===== src/rtl/masked_barith_pipe_if.sv =====
// Operand, randomness and result bundle for the two-share masked adder.
// The master drives operands and randomness; the slave is the datapath.
interface masked_barith_pipe_if #(
  parameter int XLEN = 32
);
  logic              flush;
  logic              i_valid;
  logic              i_ready;
  logic              i_sub;
  logic [XLEN-1:0]   i_a0;
  logic [XLEN-1:0]   i_a1;
  logic [XLEN-1:0]   i_b0;
  logic [XLEN-1:0]   i_b1;
  logic [2*XLEN-1:0] i_rnd;
  logic              rnd_req;
  logic              o_valid;
  logic [XLEN-1:0]   o_s0;
  logic [XLEN-1:0]   o_s1;

  modport master (
    output flush, i_valid, i_sub, i_a0, i_a1, i_b0, i_b1, i_rnd,
    input  i_ready, rnd_req, o_valid, o_s0, o_s1
  );

  modport slave (
    input  flush, i_valid, i_sub, i_a0, i_a1, i_b0, i_b1, i_rnd,
    output i_ready, rnd_req, o_valid, o_s0, o_s1
  );
endinterface


===== src/rtl/masked_barith_pipe.sv =====
// Two-share Boolean-masked add/sub: DOM generate/propagate, then a Kogge-Stone prefix, two cycles per level.
// Level randomness is captured one cycle ahead, so rnd_req fires in GEN0, GEN1 and every non-final ph1.
module masked_barith_pipe #(
  parameter int XLEN = 32
) (
  input  logic                 g_clk,
  input  logic                 g_resetn,
  masked_barith_pipe_if.slave  bus
);
  localparam int LEVELS = $clog2(XLEN);
  localparam int LVL_W  = $clog2(LEVELS + 1);

  typedef logic [XLEN-1:0] word_t;
  typedef enum logic [2:0] {S_IDLE, S_GEN0, S_GEN1, S_PH0, S_PH1, S_DONE} state_t;

  state_t            state_q, state_d;
  logic [LVL_W-1:0]  lvl_q, lvl_d;
  logic              last_lvl;

  word_t             a0_q, a1_q, b0_q, b1_q;
  logic              sub_q;
  word_t             pi0_q, pi1_q;
  word_t             t00_q, t01_q, t10_q, t11_q;
  word_t             u00_q, u01_q, u10_q, u11_q;
  word_t             g0_q, g1_q, p0_q, p1_q;
  logic [2*XLEN-1:0] rnd_q;

  word_t             gs0, gs1, ps0, ps1, rg, rp;

  assign last_lvl = (lvl_q == LVL_W'(LEVELS - 1));
  assign gs0 = g0_q << (32'd1 << lvl_q);
  assign gs1 = g1_q << (32'd1 << lvl_q);
  assign ps0 = p0_q << (32'd1 << lvl_q);
  assign ps1 = p1_q << (32'd1 << lvl_q);
  assign rg  = rnd_q[XLEN-1:0];
  assign rp  = rnd_q[2*XLEN-1:XLEN];

  // NOTE: every signal written here gets a default first, so no path leaves one unassigned (no latch).
  always_comb begin
    state_d     = state_q;
    lvl_d       = lvl_q;
    bus.i_ready = 1'b0;
    bus.rnd_req = 1'b0;
    bus.o_valid = 1'b0;
    case (state_q)
      S_IDLE: begin
        bus.i_ready = 1'b1;
        lvl_d       = '0;
        if (bus.i_valid) state_d = S_GEN0;
      end
      S_GEN0: begin
        bus.rnd_req = 1'b1;
        state_d     = S_GEN1;
      end
      S_GEN1: begin
        bus.rnd_req = 1'b1;
        state_d     = S_PH0;
      end
      S_PH0: state_d = S_PH1;
      S_PH1: begin
        if (last_lvl) begin
          state_d = S_DONE;
        end else begin
          bus.rnd_req = 1'b1;
          lvl_d       = lvl_q + LVL_W'(1);
          state_d     = S_PH0;
        end
      end
      S_DONE: begin
        bus.o_valid = 1'b1;
        state_d     = S_IDLE;
      end
      default: state_d = S_IDLE;
    endcase
  end

  assign bus.o_s0 = (state_q == S_DONE) ? (pi0_q ^ {g0_q[XLEN-2:0], 1'b0})  : '0;
  assign bus.o_s1 = (state_q == S_DONE) ? (pi1_q ^ {g1_q[XLEN-2:0], sub_q}) : '0;

  // NOTE: sequential state uses non-blocking assignments only; flush and reset share one synchronous clear of every register.
  always_ff @(posedge g_clk) begin
    if (!g_resetn || bus.flush) begin
      state_q <= S_IDLE;
      lvl_q   <= '0;
      a0_q    <= '0;  a1_q  <= '0;  b0_q  <= '0;  b1_q  <= '0;  sub_q <= 1'b0;
      pi0_q   <= '0;  pi1_q <= '0;
      t00_q   <= '0;  t01_q <= '0;  t10_q <= '0;  t11_q <= '0;
      u00_q   <= '0;  u01_q <= '0;  u10_q <= '0;  u11_q <= '0;
      g0_q    <= '0;  g1_q  <= '0;  p0_q  <= '0;  p1_q  <= '0;
      rnd_q   <= '0;
    end else begin
      state_q <= state_d;
      lvl_q   <= lvl_d;
      // Product registers hold share cross-terms for exactly one cycle, then return to zero.
      t00_q <= '0;  t01_q <= '0;  t10_q <= '0;  t11_q <= '0;
      u00_q <= '0;  u01_q <= '0;  u10_q <= '0;  u11_q <= '0;
      case (state_q)
        S_IDLE: begin
          a0_q  <= bus.i_valid ? bus.i_a0 : '0;
          a1_q  <= bus.i_valid ? bus.i_a1 : '0;
          b0_q  <= bus.i_valid ? (bus.i_sub ? ~bus.i_b0 : bus.i_b0) : '0;
          b1_q  <= bus.i_valid ? bus.i_b1 : '0;
          sub_q <= bus.i_valid & bus.i_sub;
          pi0_q <= '0;  pi1_q <= '0;
          g0_q  <= '0;  g1_q  <= '0;  p0_q <= '0;  p1_q <= '0;
          rnd_q <= '0;
        end
        S_GEN0: begin
          pi0_q <= a0_q ^ b0_q;
          pi1_q <= a1_q ^ b1_q;
          t00_q <= a0_q & b0_q;
          t01_q <= (a0_q & b1_q) ^ bus.i_rnd[XLEN-1:0];
          t10_q <= (a1_q & b0_q) ^ bus.i_rnd[XLEN-1:0];
          t11_q <= a1_q & b1_q;
        end
        S_GEN1: begin
          // Carry-in of one for subtraction, folded into bit 0 of each generate share.
          g0_q  <= t00_q ^ t01_q ^ {{(XLEN-1){1'b0}}, sub_q & pi0_q[0]};
          g1_q  <= t10_q ^ t11_q ^ {{(XLEN-1){1'b0}}, sub_q & pi1_q[0]};
          p0_q  <= pi0_q;
          p1_q  <= pi1_q;
          rnd_q <= bus.i_rnd;
        end
        S_PH0: begin
          t00_q <= p0_q & gs0;
          t01_q <= (p0_q & gs1) ^ rg ^ g0_q;
          t10_q <= (p1_q & gs0) ^ rg ^ g1_q;
          t11_q <= p1_q & gs1;
          u00_q <= p0_q & ps0;
          u01_q <= (p0_q & ps1) ^ rp;
          u10_q <= (p1_q & ps0) ^ rp;
          u11_q <= p1_q & ps1;
        end
        S_PH1: begin
          g0_q <= t00_q ^ t01_q;
          g1_q <= t10_q ^ t11_q;
          p0_q <= u00_q ^ u01_q;
          p1_q <= u10_q ^ u11_q;
          if (!last_lvl) rnd_q <= bus.i_rnd;
        end
        default: ;
      endcase
    end
  end
endmodule


===== src/flat_wrapper.sv =====
// flat-port wrapper written by rule: the top's interface ports become plain ports
module masked_barith_pipe_flat 
#(
  parameter int XLEN = 32
)
  (g_clk, g_resetn, bus_flush, bus_i_valid, bus_i_sub, bus_i_a0, bus_i_a1, bus_i_b0, bus_i_b1, bus_i_rnd, bus_i_ready, bus_rnd_req, bus_o_valid, bus_o_s0, bus_o_s1);
  masked_barith_pipe_if #(.XLEN(XLEN)) bus_i ();
  input  logic g_clk;
  input  logic g_resetn;
  input wire logic [$bits(bus_i.flush)-1:0] bus_flush;
  input wire logic [$bits(bus_i.i_valid)-1:0] bus_i_valid;
  input wire logic [$bits(bus_i.i_sub)-1:0] bus_i_sub;
  input wire logic [$bits(bus_i.i_a0)-1:0] bus_i_a0;
  input wire logic [$bits(bus_i.i_a1)-1:0] bus_i_a1;
  input wire logic [$bits(bus_i.i_b0)-1:0] bus_i_b0;
  input wire logic [$bits(bus_i.i_b1)-1:0] bus_i_b1;
  input wire logic [$bits(bus_i.i_rnd)-1:0] bus_i_rnd;
  output wire logic [$bits(bus_i.i_ready)-1:0] bus_i_ready;
  output wire logic [$bits(bus_i.rnd_req)-1:0] bus_rnd_req;
  output wire logic [$bits(bus_i.o_valid)-1:0] bus_o_valid;
  output wire logic [$bits(bus_i.o_s0)-1:0] bus_o_s0;
  output wire logic [$bits(bus_i.o_s1)-1:0] bus_o_s1;
  assign bus_i.flush = bus_flush;
  assign bus_i.i_valid = bus_i_valid;
  assign bus_i.i_sub = bus_i_sub;
  assign bus_i.i_a0 = bus_i_a0;
  assign bus_i.i_a1 = bus_i_a1;
  assign bus_i.i_b0 = bus_i_b0;
  assign bus_i.i_b1 = bus_i_b1;
  assign bus_i.i_rnd = bus_i_rnd;
  assign bus_i_ready = bus_i.i_ready;
  assign bus_rnd_req = bus_i.rnd_req;
  assign bus_o_valid = bus_i.o_valid;
  assign bus_o_s0 = bus_i.o_s0;
  assign bus_o_s1 = bus_i.o_s1;
  masked_barith_pipe #(.XLEN(XLEN)) u_core (.g_clk(g_clk), .g_resetn(g_resetn), .bus(bus_i));
endmodule

===== config.mk =====
export PLATFORM = sky130hd
export DESIGN_NAME = masked_barith_pipe_flat
export DESIGN_NICKNAME = d
export VERILOG_FILES = /design/src/rtl/masked_barith_pipe_if.sv /design/src/rtl/masked_barith_pipe.sv /design/src/flat_wrapper.sv
export SDC_FILE = /design/constraint.sdc
export NUM_CORES = 2
export LEC_CHECK = 0
export ABC_AREA = 0
export CAP_MARGIN = 15
export CORE_MARGIN = 2
export CORE_UTILIZATION = 28
export DETAILED_ROUTE_END_ITERATION = 10
export GPL_TIMING_DRIVEN = 0
export RECOVER_POWER = 25
export REMOVE_ABC_BUFFERS = 1
export SLEW_MARGIN = 20
export SYNTH_ARGS = -nofsm -noshare
export SYNTH_HDL_FRONTEND = slang
export SYNTH_SLANG_ARGS = --single-unit

===== constraint.sdc =====
create_clock -name g_clk -period 3.33 [get_ports g_clk]
set_input_delay 0.666 -clock g_clk [delete_from_list [all_inputs] [get_ports g_clk]]
set_output_delay 0.666 -clock g_clk [all_outputs]
set_load 0.02 [all_outputs]

==> reports/results.ini <==
[timing]
post-route-min-period_ps = 3420
finClkSkew_ps = 37.5
hold_violations = 0
report.final.slew_viol_count = 11
setup_ws_ps = -91.3
setup_viol = 4
tightest_slew_ps = 1700
fmax_mhz = 292
min_period_over_period_pct = 103
max_slew_margin_pct = -13.1

[global_routing]
antenna_found_initial = 9
grt_pass1_wl_mm = 238
grt_max_degree = 66
gr-total-overflow = 0
grt_pass1_vias = 33400
grt.total_usage_pct = 25.2

[min_path]
hold_path_end = u_core.rnd_q[48]$_SDFFE_PP0P_
hold_path.startpoint = u_core.rnd_q[48]$_SDFFE_PP0P_
holdCritPathClass = flip-flop to flip-flop
holdPathStages = 2

[clock_tree]
cts_made_buffers = 73
clkLatencyLatePin_ps = 670
cts_max_level = 3
path_clk_slew_ps = 60
clkSinkCount = 633
root_buffer = clkbuf_16
cts_buffer_depth = 3
cts_tree = yes

[setup_path]
end_kind = flip-flop
worstSetupStartpointType = flip-flop
crit_arrival_ps = 3940
crit_fanout = 11
reg2reg_depth = 12
path_class = flip-flop to flip-flop
r2r-start = u_core.lvl_q[1]$_SDFFE_PP0P_
ff2ff_setup_slack_ps = -90
cp_data_required_time_ps = 3850
r2r_end = u_core.t10_q[24]$_SDFF_PP0_

[flow_run]
maxCapViolations = 1

[floorplanning]
rows = 129
start_util_pct = 28.2
core_um2 = 124000
die-area_um2 = 128000
num_io_pins = 264
chipWidth_um = 357
die_y_um = 357

[run_status]
violations = design-rule violations, max-capacitance violations, max-slew violations, negative setup slack
status = finished with violations

[finish]
num-fill-cells = 12700
area_delta_synth_final_pct = 26.1
finalNetCount = 4628
layout-drive-gt1-share_pct = 13.0
fin_util_pct = 35.6

[drt]
first_iter_violations = 3961
drc = 22
routedWlPerCell_um = 27.6
ant_nets = 0
first_pass_iters = 9
finalWirelength_mm = 167
via_count = 34900
via_per_inst = 5.76

[synth]
synth_edf_count = 0
synth_top_flop_cell = dfxtp_1
yosys-top-cells-area = dfxtp_1 36%, nand2_1 6.1%, xor2_1 5.7%
ys_seq_area_share_pct = 36.3
synth_seq_cells = 633
syn_inst = 4314
netlist-cell-type-count = 79
netlist_area_um2 = 34900
avgSynthCellArea_um2 = 8.10
synth.yosys.warnings = 0
yosysTopAreaCell = dfxtp_1
synth.top_cell.area_share_pct = 36.3
synthArstFlopShare_pct = 0

[placement]
dp_slack_ps = -3030
hpwl_mm = 117
gp_congestion = 1.00
port_buffers = 261

[power]
vdd_ir_drop_max_v = 0.000305
power.total_mw = 17.1
power.density_nw_per_um2 = 388
p_leak_nw = 16.2

==> final cells by class <==
| class | count | area, um2 | area share [%] |
|---|---|---|---|
| multi-input combinational | 3214 | 21700 | 49.2 |
| sequential | 633 | 12700 | 28.8 |
| timing repair buffer | 415 | 5080 | 11.5 |
| clock buffer | 103 | 2160 | 4.91 |
| tap | 1637 | 2050 | 4.65 |
| clock inverter | 23 | 258 | 0.585 |
| inverter | 23 | 121 | 0.276 |
| timing repair inverter | 3 | 20.0 | 0.0455 |
| antenna | 3 | 7.51 | 0.0170 |
==> layer usage <==
| layer | share of wire, % | track usage, % | wire (um) | vias to the layer above |
|---|---|---|---|---|
| li1 | - | - | - | 15500 |
| met1 | 40 | 31.6 | 67600 | 17200 |
| met5 | 0.037 | 0 | 62 | - |
| met4 | 6.2 | 13.6 | 10300 | 10 |
| met3 | 8.8 | 5.76 | 14700 | 470 |
| met2 | 45 | 40.1 | 74500 | 1728 |
==> state kept, by name (all words and copies together), names as in the netlist, 32 cells and up <==
name and count:
u_core.pi1_q 32, u_core.pi0_q 32, u_core.b0_q 32, u_core.a0_q 32, u_core.b1_q 32, u_core.rnd_q 62
u_core.a1_q 32
==> power by group <==
group	internal [mW]	switching, mW
registers	7.65	0.118
logic	0.463	0.617
clock network	4.84	3.39
==> cells in the mapped netlist, types with 12 or more instances <==
master / instances
o221a_2: 63
a22oi_1: 117
nand3b_1: 14
nand2_1: 566
a32o_1: 30
o21ai_0: 134
nor3b_1: 19
xor2_1: 229
inv_1: 21
nand2b_1: 24
a221oi_1: 87
dfxtp_1: 633
ha_1: 68
o31ai_1: 12
a31oi_1: 19
or3_1: 14
and3_1: 34
mux2_2: 25
o22ai_1: 105
nor2b_1: 18
a21oi_1: 371
buf_2: 73
buf_1: 26
mux2i_1: 103
nand4_1: 16
o211ai_1: 13
a22o_1: 69
nor2_1: 431
xnor2_1: 196
a211oi_1: 42
nor3_1: 50
a21o_1: 19
nand3_1: 143
clkbuf_1: 340
==> critical path: stages, from the launching register on <==
cell and delay [ps]:
dfxtp_4 380, clkinv_4 130, ha_4 270, buf_16 180, buf_4 130, nor3_1 50, a211oi_2 600, a21oi_1 280
o32ai_2 580, buf_4 280, a32oi_1 100, xnor2_1 200, o22ai_1 90
==> placed cells by master, fill, tap and decap left out, types with 12 or more instances in the layout <==
cell type / count
a211oi_1: 30
a21o_1: 18
a21oi_1: 357
a21oi_2: 13
a221oi_1: 76
a22o_1: 69
a22oi_1: 103
a22oi_2: 15
a31oi_1: 12
a32o_1: 30
and3_1: 33
buf_12: 29
buf_16: 41
buf_4: 63
clkbuf_1: 12
clkbuf_16: 79
clkbuf_8: 16
clkdlybuf4s50_1: 219
dfxtp_1: 627
dlygate4sd2_1: 35
ha_1: 64
inv_1: 16
mux2_2: 24
mux2i_1: 93
nand2_1: 553
nand2b_1: 21
nand3_1: 140
nand3b_1: 14
nand4_1: 16
nor2_1: 415
nor2b_1: 12
nor3_1: 44
nor3b_1: 18
o211ai_1: 13
o21ai_0: 119
o221a_2: 63
o22ai_1: 94
or3_1: 13
xnor2_1: 196
xor2_1: 229
==> worst max-delay path by stage <==
stage,from,endpoint,slack (ps),cells after the start
floorplan,u_core.lvl_q[1]$_SDFFE_PP0P_,u_core.u01_q[18]$_SDFF_PP0_,-8540,9
global placement,u_core.lvl_q[1]$_SDFFE_PP0P_,u_core.u10_q[27]$_SDFF_PP0_,-19180,9
detailed placement,u_core.lvl_q[1]$_SDFFE_PP0P_,u_core.t10_q[28]$_SDFF_PP0_,-3030,10
CTS,u_core.lvl_q[0]$_SDFFE_PP0P_,u_core.t10_q[28]$_SDFF_PP0_,-30,11
global route,u_core.lvl_q[1]$_SDFFE_PP0P_,u_core.u01_q[24]$_SDFF_PP0_,-10,12
finish,u_core.lvl_q[1]$_SDFFE_PP0P_,u_core.t10_q[24]$_SDFF_PP0_,-90,12
==> cells by family after synthesis <==
logic type	Yosys count	synth area share (%)
compound gates	1212	24.0
buf+inv	473	5.43
xor+xnor	425	10.7
fa+ha+maj	68	2.44
mux	137	4.34
flops	633	36.3
simple gates	1366	16.9
==> per-stage QoR <==
stage / hold WS (ps) / cells / setup TNS (ps) / area, um2
CTS: 462 / 6027 / -35.2 / 43600
global placement: 443 / 5762 / -8880280 / 37800
detailed placement: 453 / 5836 / -533820 / 39800
finish: 460 / 6054 / -206 / 44000
floorplan: 432 / 3864 / -3139020 / 33100
global route: 474 / 6052 / -25.6 / 44000
==> timing repair <==
action	in CTS	in global routing
hold buffers	0	0
setup buffers	55	21
gates cloned	11	3
setup endpoints to repair	382	130
resized for setup	210	48
pin swaps	24	10
No activity file was read; power rests on OpenSTA's default activity.
